[src/rtl/scg_writeap_brst.sv]
`timescale 1ns/1ps
// ---------------------------------------------------------------------------
// scg_writeap_brst
//
// Command-sequence generator for one SDRAM burst write with auto-precharge.
// It is the write-direction sibling of the burst-read-with-auto-precharge
// sequencer. When the controller raises start, the block issues a single
// WRITEA, presents BURST_LEN data beats (the first one together with WRITEA,
// because write latency is zero), then waits out write recovery (TWR) and
// the precharge time (TRP) before raising done. done stays high until the
// controller drops start, so one request can never launch two sequences.
//
// Parameters
//   BURST_LEN  data beats per burst (1, 2, 4 or 8)
//   TWR        write-recovery cycles after the last data beat (1..15)
//   TRP        precharge cycles after write recovery (1..15)
//
// Ports
//   clk      system clock, rising-edge active
//   n_rst    asynchronous active-low reset
//   start    level request from the controller, held until done is seen
//   done     high while the sequence sits in its DONE state
//   command  SDRAM command code: 0 = NOP, 3 = WRITEA
//   data_oe  drive DQ with write data this cycle
//   beat     index of the write word to present on DQ, 0 when data_oe is low
// ---------------------------------------------------------------------------
module scg_writeap_brst #(
  parameter int BURST_LEN = 4,
  parameter int TWR       = 2,
  parameter int TRP       = 3
) (
  input  logic       clk,
  input  logic       n_rst,
  input  logic       start,
  output logic       done,
  output logic [3:0] command,
  output logic       data_oe,
  output logic [2:0] beat
);

  typedef enum logic [2:0] {
    IDLE,
    CMD,
    DATA,
    WREC,
    PRECH,
    DONE
  } state_t;

  localparam logic [3:0] CMD_NOP    = 4'd0;
  localparam logic [3:0] CMD_WRITEA = 4'd3;

  // Counter reload values. The counters stop at zero, so a wait of N
  // cycles loads N-1.
  localparam logic [3:0] LAST_BEAT = 4'(BURST_LEN - 1);
  localparam logic [3:0] TWR_LOAD  = 4'(TWR - 1);
  localparam logic [3:0] TRP_LOAD  = 4'(TRP - 1);

  state_t     state;
  state_t     state_n;
  logic [3:0] count;
  logic [3:0] count_n;

  // Next-state and next-count logic. One 4-bit counter is shared by the
  // three timed phases: it counts up through the data beats (so it can
  // drive beat directly), then down through TWR and then TRP.
  // start only matters in IDLE (launch) and DONE (release); in every
  // other state the sequence runs to completion regardless of start.
  always_comb begin
    state_n = state;
    count_n = count;
    unique case (state)
      IDLE: begin
        count_n = 4'd0;
        if (start) begin
          state_n = CMD;
        end
      end
      CMD: begin
        if (BURST_LEN == 1) begin
          state_n = WREC;
          count_n = TWR_LOAD;
        end else begin
          state_n = DATA;
          count_n = 4'd1;
        end
      end
      DATA: begin
        if (count == LAST_BEAT) begin
          state_n = WREC;
          count_n = TWR_LOAD;
        end else begin
          count_n = count + 4'd1;
        end
      end
      WREC: begin
        if (count == 4'd0) begin
          state_n = PRECH;
          count_n = TRP_LOAD;
        end else begin
          count_n = count - 4'd1;
        end
      end
      PRECH: begin
        if (count == 4'd0) begin
          state_n = DONE;
          count_n = 4'd0;
        end else begin
          count_n = count - 4'd1;
        end
      end
      DONE: begin
        count_n = 4'd0;
        if (!start) begin
          state_n = IDLE;
        end
      end
      default: begin
        state_n = IDLE;
        count_n = 4'd0;
      end
    endcase
  end

  // State, counter and output registers. Outputs are decoded from the
  // state/counter value being loaded, so each output register always
  // matches the state register it sits beside and nothing reaches the
  // pins combinationally from start. The asynchronous reset clears the
  // outputs at once, which aborts a burst mid-flight with no further
  // command or data drive.
  always_ff @(posedge clk or negedge n_rst) begin
    if (!n_rst) begin
      state   <= IDLE;
      count   <= 4'd0;
      done    <= 1'b0;
      command <= CMD_NOP;
      data_oe <= 1'b0;
      beat    <= 3'd0;
    end else begin
      state   <= state_n;
      count   <= count_n;
      done    <= (state_n == DONE);
      command <= (state_n == CMD) ? CMD_WRITEA : CMD_NOP;
      data_oe <= (state_n == CMD) || (state_n == DATA);
      beat    <= (state_n == DATA) ? count_n[2:0] : 3'd0;
    end
  end

endmodule

[config.mk]
export PLATFORM = sky130hd
export DESIGN_NAME = scg_writeap_brst
export DESIGN_NICKNAME = d
export VERILOG_FILES = /design/src/rtl/scg_writeap_brst.sv
export SDC_FILE = /design/constraint.sdc
export NUM_CORES = 1
export LEC_CHECK = 0
export ABC_AREA = 0
export BUFFER_PORTS_ARGS = -buffer_cell sky130_fd_sc_hd__buf_2
export CORE_MARGIN = 1
export CORE_UTILIZATION = 49
export CTS_CLUSTER_DIAMETER = 50
export DETAILED_ROUTE_END_ITERATION = 12
export PLACE_DENSITY = 0.74
export SKIP_CTS_REPAIR_TIMING = 1
export SYNTH_ARGS = -nofsm -noshare
export SYNTH_HDL_FRONTEND = slang
export SYNTH_SLANG_ARGS = --single-unit
[constraint.sdc]
create_clock -name clk -period 1.65 [get_ports clk]
set_clock_uncertainty 0.1 [all_clocks]
set_input_delay 0.33 -clock clk [delete_from_list [all_inputs] [get_ports clk]]
set_output_delay 0.33 -clock clk [all_outputs]
set_load 0.01 [all_outputs]
==> After elaboration in Yosys (flattened, before gate mapping) <==
Cells that the tools add are included.
{ "totals": {"register_bits": 14, "in_bits": 3, "out_inout_bits": 9, "elab_cells": 32} }
{ "op_classes": {"addsub": 2, "n_eq_ne": 9, "n_mux": 12, "n_reduce_logical": 3} }
{ "op_table": {"columns": ["cell", "n"], "rows": [
  ["3-bit two-way mux", 6],
  ["3-bit one-hot mux with 6 select lines", 1],
  ["4-bit one-hot mux with 4 select lines", 1],
  ["4-bit two-way mux", 3],
  ["3-bit by 2-bit equality test with 1-bit output (second input constant)", 3],
  ["3-bit equality test (second input constant)", 3],
  ["3-bit by 1-bit equality test with 1-bit output (second input constant)", 2],
  ["4-bit by 1-bit adder with 4-bit output (second input constant)", 1],
  ["4-bit by 2-bit equality test with 1-bit output (second input constant)", 1],
  ["4-bit zero test", 1],
  ["4-bit by 1-bit subtractor with 4-bit output (second input constant)", 1],
  ["3-bit zero test", 1],
  ["2-bit two-way mux", 1],
  ["1-bit logical OR", 1]
]} }

==> Logic depth before layout (Yosys ltp) <==
{ "depth": {"ltp_word": 5, "mapped_depth": 6, "depth_no_buf": 6} }

==> Least setup slack after synthesis <==
Ideal clock, no wire load.
{ "synth_path": {"path_type": "register to register", "startpoint": "register count[0]", "endpoint": "register count[0]", "setup_ps": 131, "arrival_time_ps": 1490, "required_ps": 1419, "setup_slack_ps": -71, "stages_incl_launch_ff": 7, "n_path_buf": 0, "synth_period_minus_slack_ps": 1721, "path_cell_list": "dfrtp_1 inv_1 ha_1 or3b_4 and3_4 a21oi_2 o221ai_2"} }
{ "synth_via": {"elab_chain_len": 3, "elab_cells_between_ends": 8, "cone_classes": "add/sub (2); eq/ne (1); mux (4); reduce/logical (1)"} }
{ "synth_lines": {"columns": ["item", "line", "text"], "rows": [
  ["start: declaration", "61", "logic [3:0] count;"],
  ["start signal: assignment", "141", "count <= count_n;"],
  ["4-bit by 1-bit subtractor with 4-bit output, or another cell as far along", "101, 109", null],
  ["4-bit two-way mux, on equally long branches", "105, 89, 97", null],
  ["4-bit one-hot mux with 4 select lines (*)", "72", "unique case (state)"],
  ["net count_n[0]", "62", "logic [3:0] count_n;"]
]} }
Mark *: on every way through the listed nets, which the timed path passes. The rest lies on a longest branch.

==> Worst setup path in the final report <==
Ends and elaborated chain as after synthesis.

==> results.sh <==
export IMPL_hold_path_class="input port to flip-flop"
export IMPL_fp_coreArea_sq_um=1524
export IMPL_multi_input_area_sq_um=447.9
export IMPL_fin_crit_sh_pct=97.69
export IMPL_synth_xor_area_share_pct=0
export IMPL_holdPathStages=3
export IMPL_grt_setup_unrepaired="yes"
export IMPL_yosysTopAreaCell="dfrtp_1"
export IMPL_io_pins=12
export IMPL_synth_cells=84
export IMPL_synth_top_area_share_pct=40.19
export IMPL_synthTopCellsByCount="dfrtp_1 (13), nand2_1 (7), nor2_1 (7)"
export IMPL_cts_sinks=13
export IMPL_grt_max_degree=15
export IMPL_antenna_cells=0
export IMPL_path_depth=6
export IMPL_ys_warnings_count=0
export IMPL_cp_slowest_cell="dfrtp_1"
export IMPL_fillers=126
export IMPL_synth_async_sr_flop_share_pct=100.0
export IMPL_p_per_area_nw_per_um2=1909
export IMPL_yosys_cell_count_top_type="dfrtp_1"
export IMPL_register_area_sq_um=325.3
export IMPL_hold_start="start"
export IMPL_start_util_pct=53.12
export IMPL_synth_edf_count=0
export IMPL_synthFlopType="dfrtp_1"
export IMPL_fp_dieH_microns=42.65
export IMPL_worstSetupPathType="flip-flop to flip-flop"
export IMPL_syn_to_final_growth_pct=18.70
export IMPL_row_count=14
export IMPL_dp_cells=112
export IMPL_fmax_mhz=620.4
export IMPL_final_hold_violation_count=0
export IMPL_grt_pass1_wl_mm=2.670
export IMPL_gp_congestion=0.7824
export IMPL_totalWireLength_mm=1.600
export IMPL_final_nets=107
export IMPL_dr_pass1_iters=4
export IMPL_syn_area_sq_um=809.5
export IMPL_vias=666
export IMPL_slowest_delay_ns=0.40
export IMPL_total_power_mw=1.834
export IMPL_cts_buffer_depth=2
export IMPL_reg2reg_depth=6
export IMPL_die_w_microns=42.65
export IMPL_cts_buffers=3
export IMPL_tns_ns=0
export IMPL_synth_avg_cell_area_sq_um=9.637
export IMPL_reg2reg_from="count[0]"
export IMPL_crit_family="simple AND/OR/NAND/NOR gates"
export IMPL_synth_distinct_cells=38
export IMPL_dp_hpwl_mm=1.243
export IMPL_grt_pass1_vias=603
export IMPL_hold_ws_ns=0.2408
export IMPL_irDropWorstVdd_mv=1.103
export IMPL_crit_required_ns=1.70
export IMPL_min_to="done"
export IMPL_finalSetupViolCount=0
export IMPL_final_cells=117
export IMPL_cp_num_buf_inv=1
export IMPL_period_minus_slack_ns=1.612
export IMPL_portBuffers=9
export IMPL_outcome="completed"
export IMPL_clkLatencyLatePin_ns=0.27
export IMPL_crit_start="count[0]"
export IMPL_reg2reg_to="count[0]"
export IMPL_synthMuxAreaShare_pct=2.473
export IMPL_power_leakage_nw=0.4578
export IMPL_wl_per_cell_microns=13.68
export IMPL_dieArea_sq_um=1819
export IMPL_viasPerCell=5.692
export IMPL_drcViolationCount=0
export IMPL_synth_adder_area_share_pct=3.091
export IMPL_grt_usage_pct=20.04
export IMPL_maxSlewViolCount=0
export IMPL_drt_iter0_markers=12
export IMPL_cp_start_kind="flip-flop"
export IMPL_ys_ff_latch=13
export IMPL_path_clk_slew_ns=0.07
export IMPL_root_buffer="clkbuf_4"
export IMPL_crit_path_cell_trace="inv_2 > ha_4 > or3b_4 > and3_4 > a21oi_4 > o221ai_2"
export IMPL_cts_htree_levels=1
export IMPL_synth_area_leaders="dfrtp_1 (40%), nand2b_1 (3.9%), buf_4 (3.7%)"
export IMPL_synth_top_family_by_area="simple AND/OR/NAND/NOR gates"
export IMPL_arrival_ns=1.67
export IMPL_synth_compound_area_share_pct=22.26
export IMPL_reg2reg_setup_slack_ns=0.04
export IMPL_yosysSeqAreaShare_pct=40.19
export IMPL_cts_tree="yes"
export IMPL_final_cell_area_sq_um=960.9
export IMPL_drive_gt1_share_pct=35.64
export IMPL_antenna_found_initial=0
export IMPL_grt_ovfl_total=0
export IMPL_synth_simple_area_share_pct=22.72
export IMPL_final_antenna_net_count=0
export IMPL_placed_area_sq_um=905.9
export IMPL_drv_cap=0
export IMPL_cp_max_fo=3
export IMPL_crit_path_end_kind="flip-flop"
[flip-flops by register name (all words and copies together), names as in the netlist]
signal and count:
command 1, state 3, count 4, done 1, beat 3, data_oe 1
[cell type report]
class | instances | share of cell area [%]
sequential | 13 | 33.85
inverter | 5 | 1.953
timing repair buffer | 19 | 12.76
clock buffer | 4 | 2.734
tap | 16 | 2.083
multi-input combinational | 60 | 46.61
[worst reg2reg max path: cells and delay by family, from the launching register on]
kind                       cells  cell delay (ns)
and+or+nand+nor                2             0.56
DFF                            1             0.40
AOI/OAI and AO/OA              2             0.23
adders and majority gates      1             0.12
buffers and inverters          1             0.08
[worst max-delay path by stage]
| stage | slack (ns) | to |
|---|---|---|
| floorplan | 0.02 | count[0] |
| global placement | 0.08 | count[0] |
| detailed placement | 0.02 | count[0] |
| CTS | 0.00006 | count[0] |
| global route | -0.01 | count[0] |
| finish | 0.04 | count[0] |
[power breakdown]
| part | total, mW | internal (mW) | switching [mW] |
|---|---|---|---|
| clock network | 0.190 | 0.0937 | 0.0960 |
| logic | 1.12 | 0.530 | 0.588 |
| registers | 0.526 | 0.439 | 0.0873 |
[layer usage]
layer | global-route usage (%) | share of wire [%] | vias up
met3 | 5.172 | 3.5 | 2
met5 | 0 | 0 | -
li1 | - | - | 333
met4 | 7.500 | 0.69 | 0
met2 | 33.64 | 47 | 13
met1 | 24.32 | 49 | 318
[cells by family (layout without fill, tap and decap cells)]
logic type | Yosys count | in the layout
AO/OA/AOI/OAI | 23 | 23
other | 1 | 2
flip-flops | 13 | 13
multiplexers | 2 | 2
AND/OR/NAND/NOR | 31 | 31
adder cells (fa/ha/maj) | 2 | 2
buffers and inverters | 12 | 28
[metrics by stage]
step	util, %	setup WS, ns
2_1_floorplan	-	0.01844
3_3_place_gp	59.44	0.08478
3_5_place_dp	59.44	0.02045
4_1_cts	61.17	0.00006328
5_1_grt	63.05	-0.01019
6_report	63.05	0.03812
[cell usage in the layout (no fill, tap or decap), drive strengths merged, types with 3 or more instances in the layout]
master / Yosys / layout
dfrtp: 13 / 13
clkbuf: 2 / 4
inv: 5 / 5
nand2b: 5 / 5
buf: 5 / 18
o21ai: 3 / 3
nor2: 7 / 7
nand2: 7 / 7
a21oi: 5 / 5
Power figures use the tool's default switching activity.
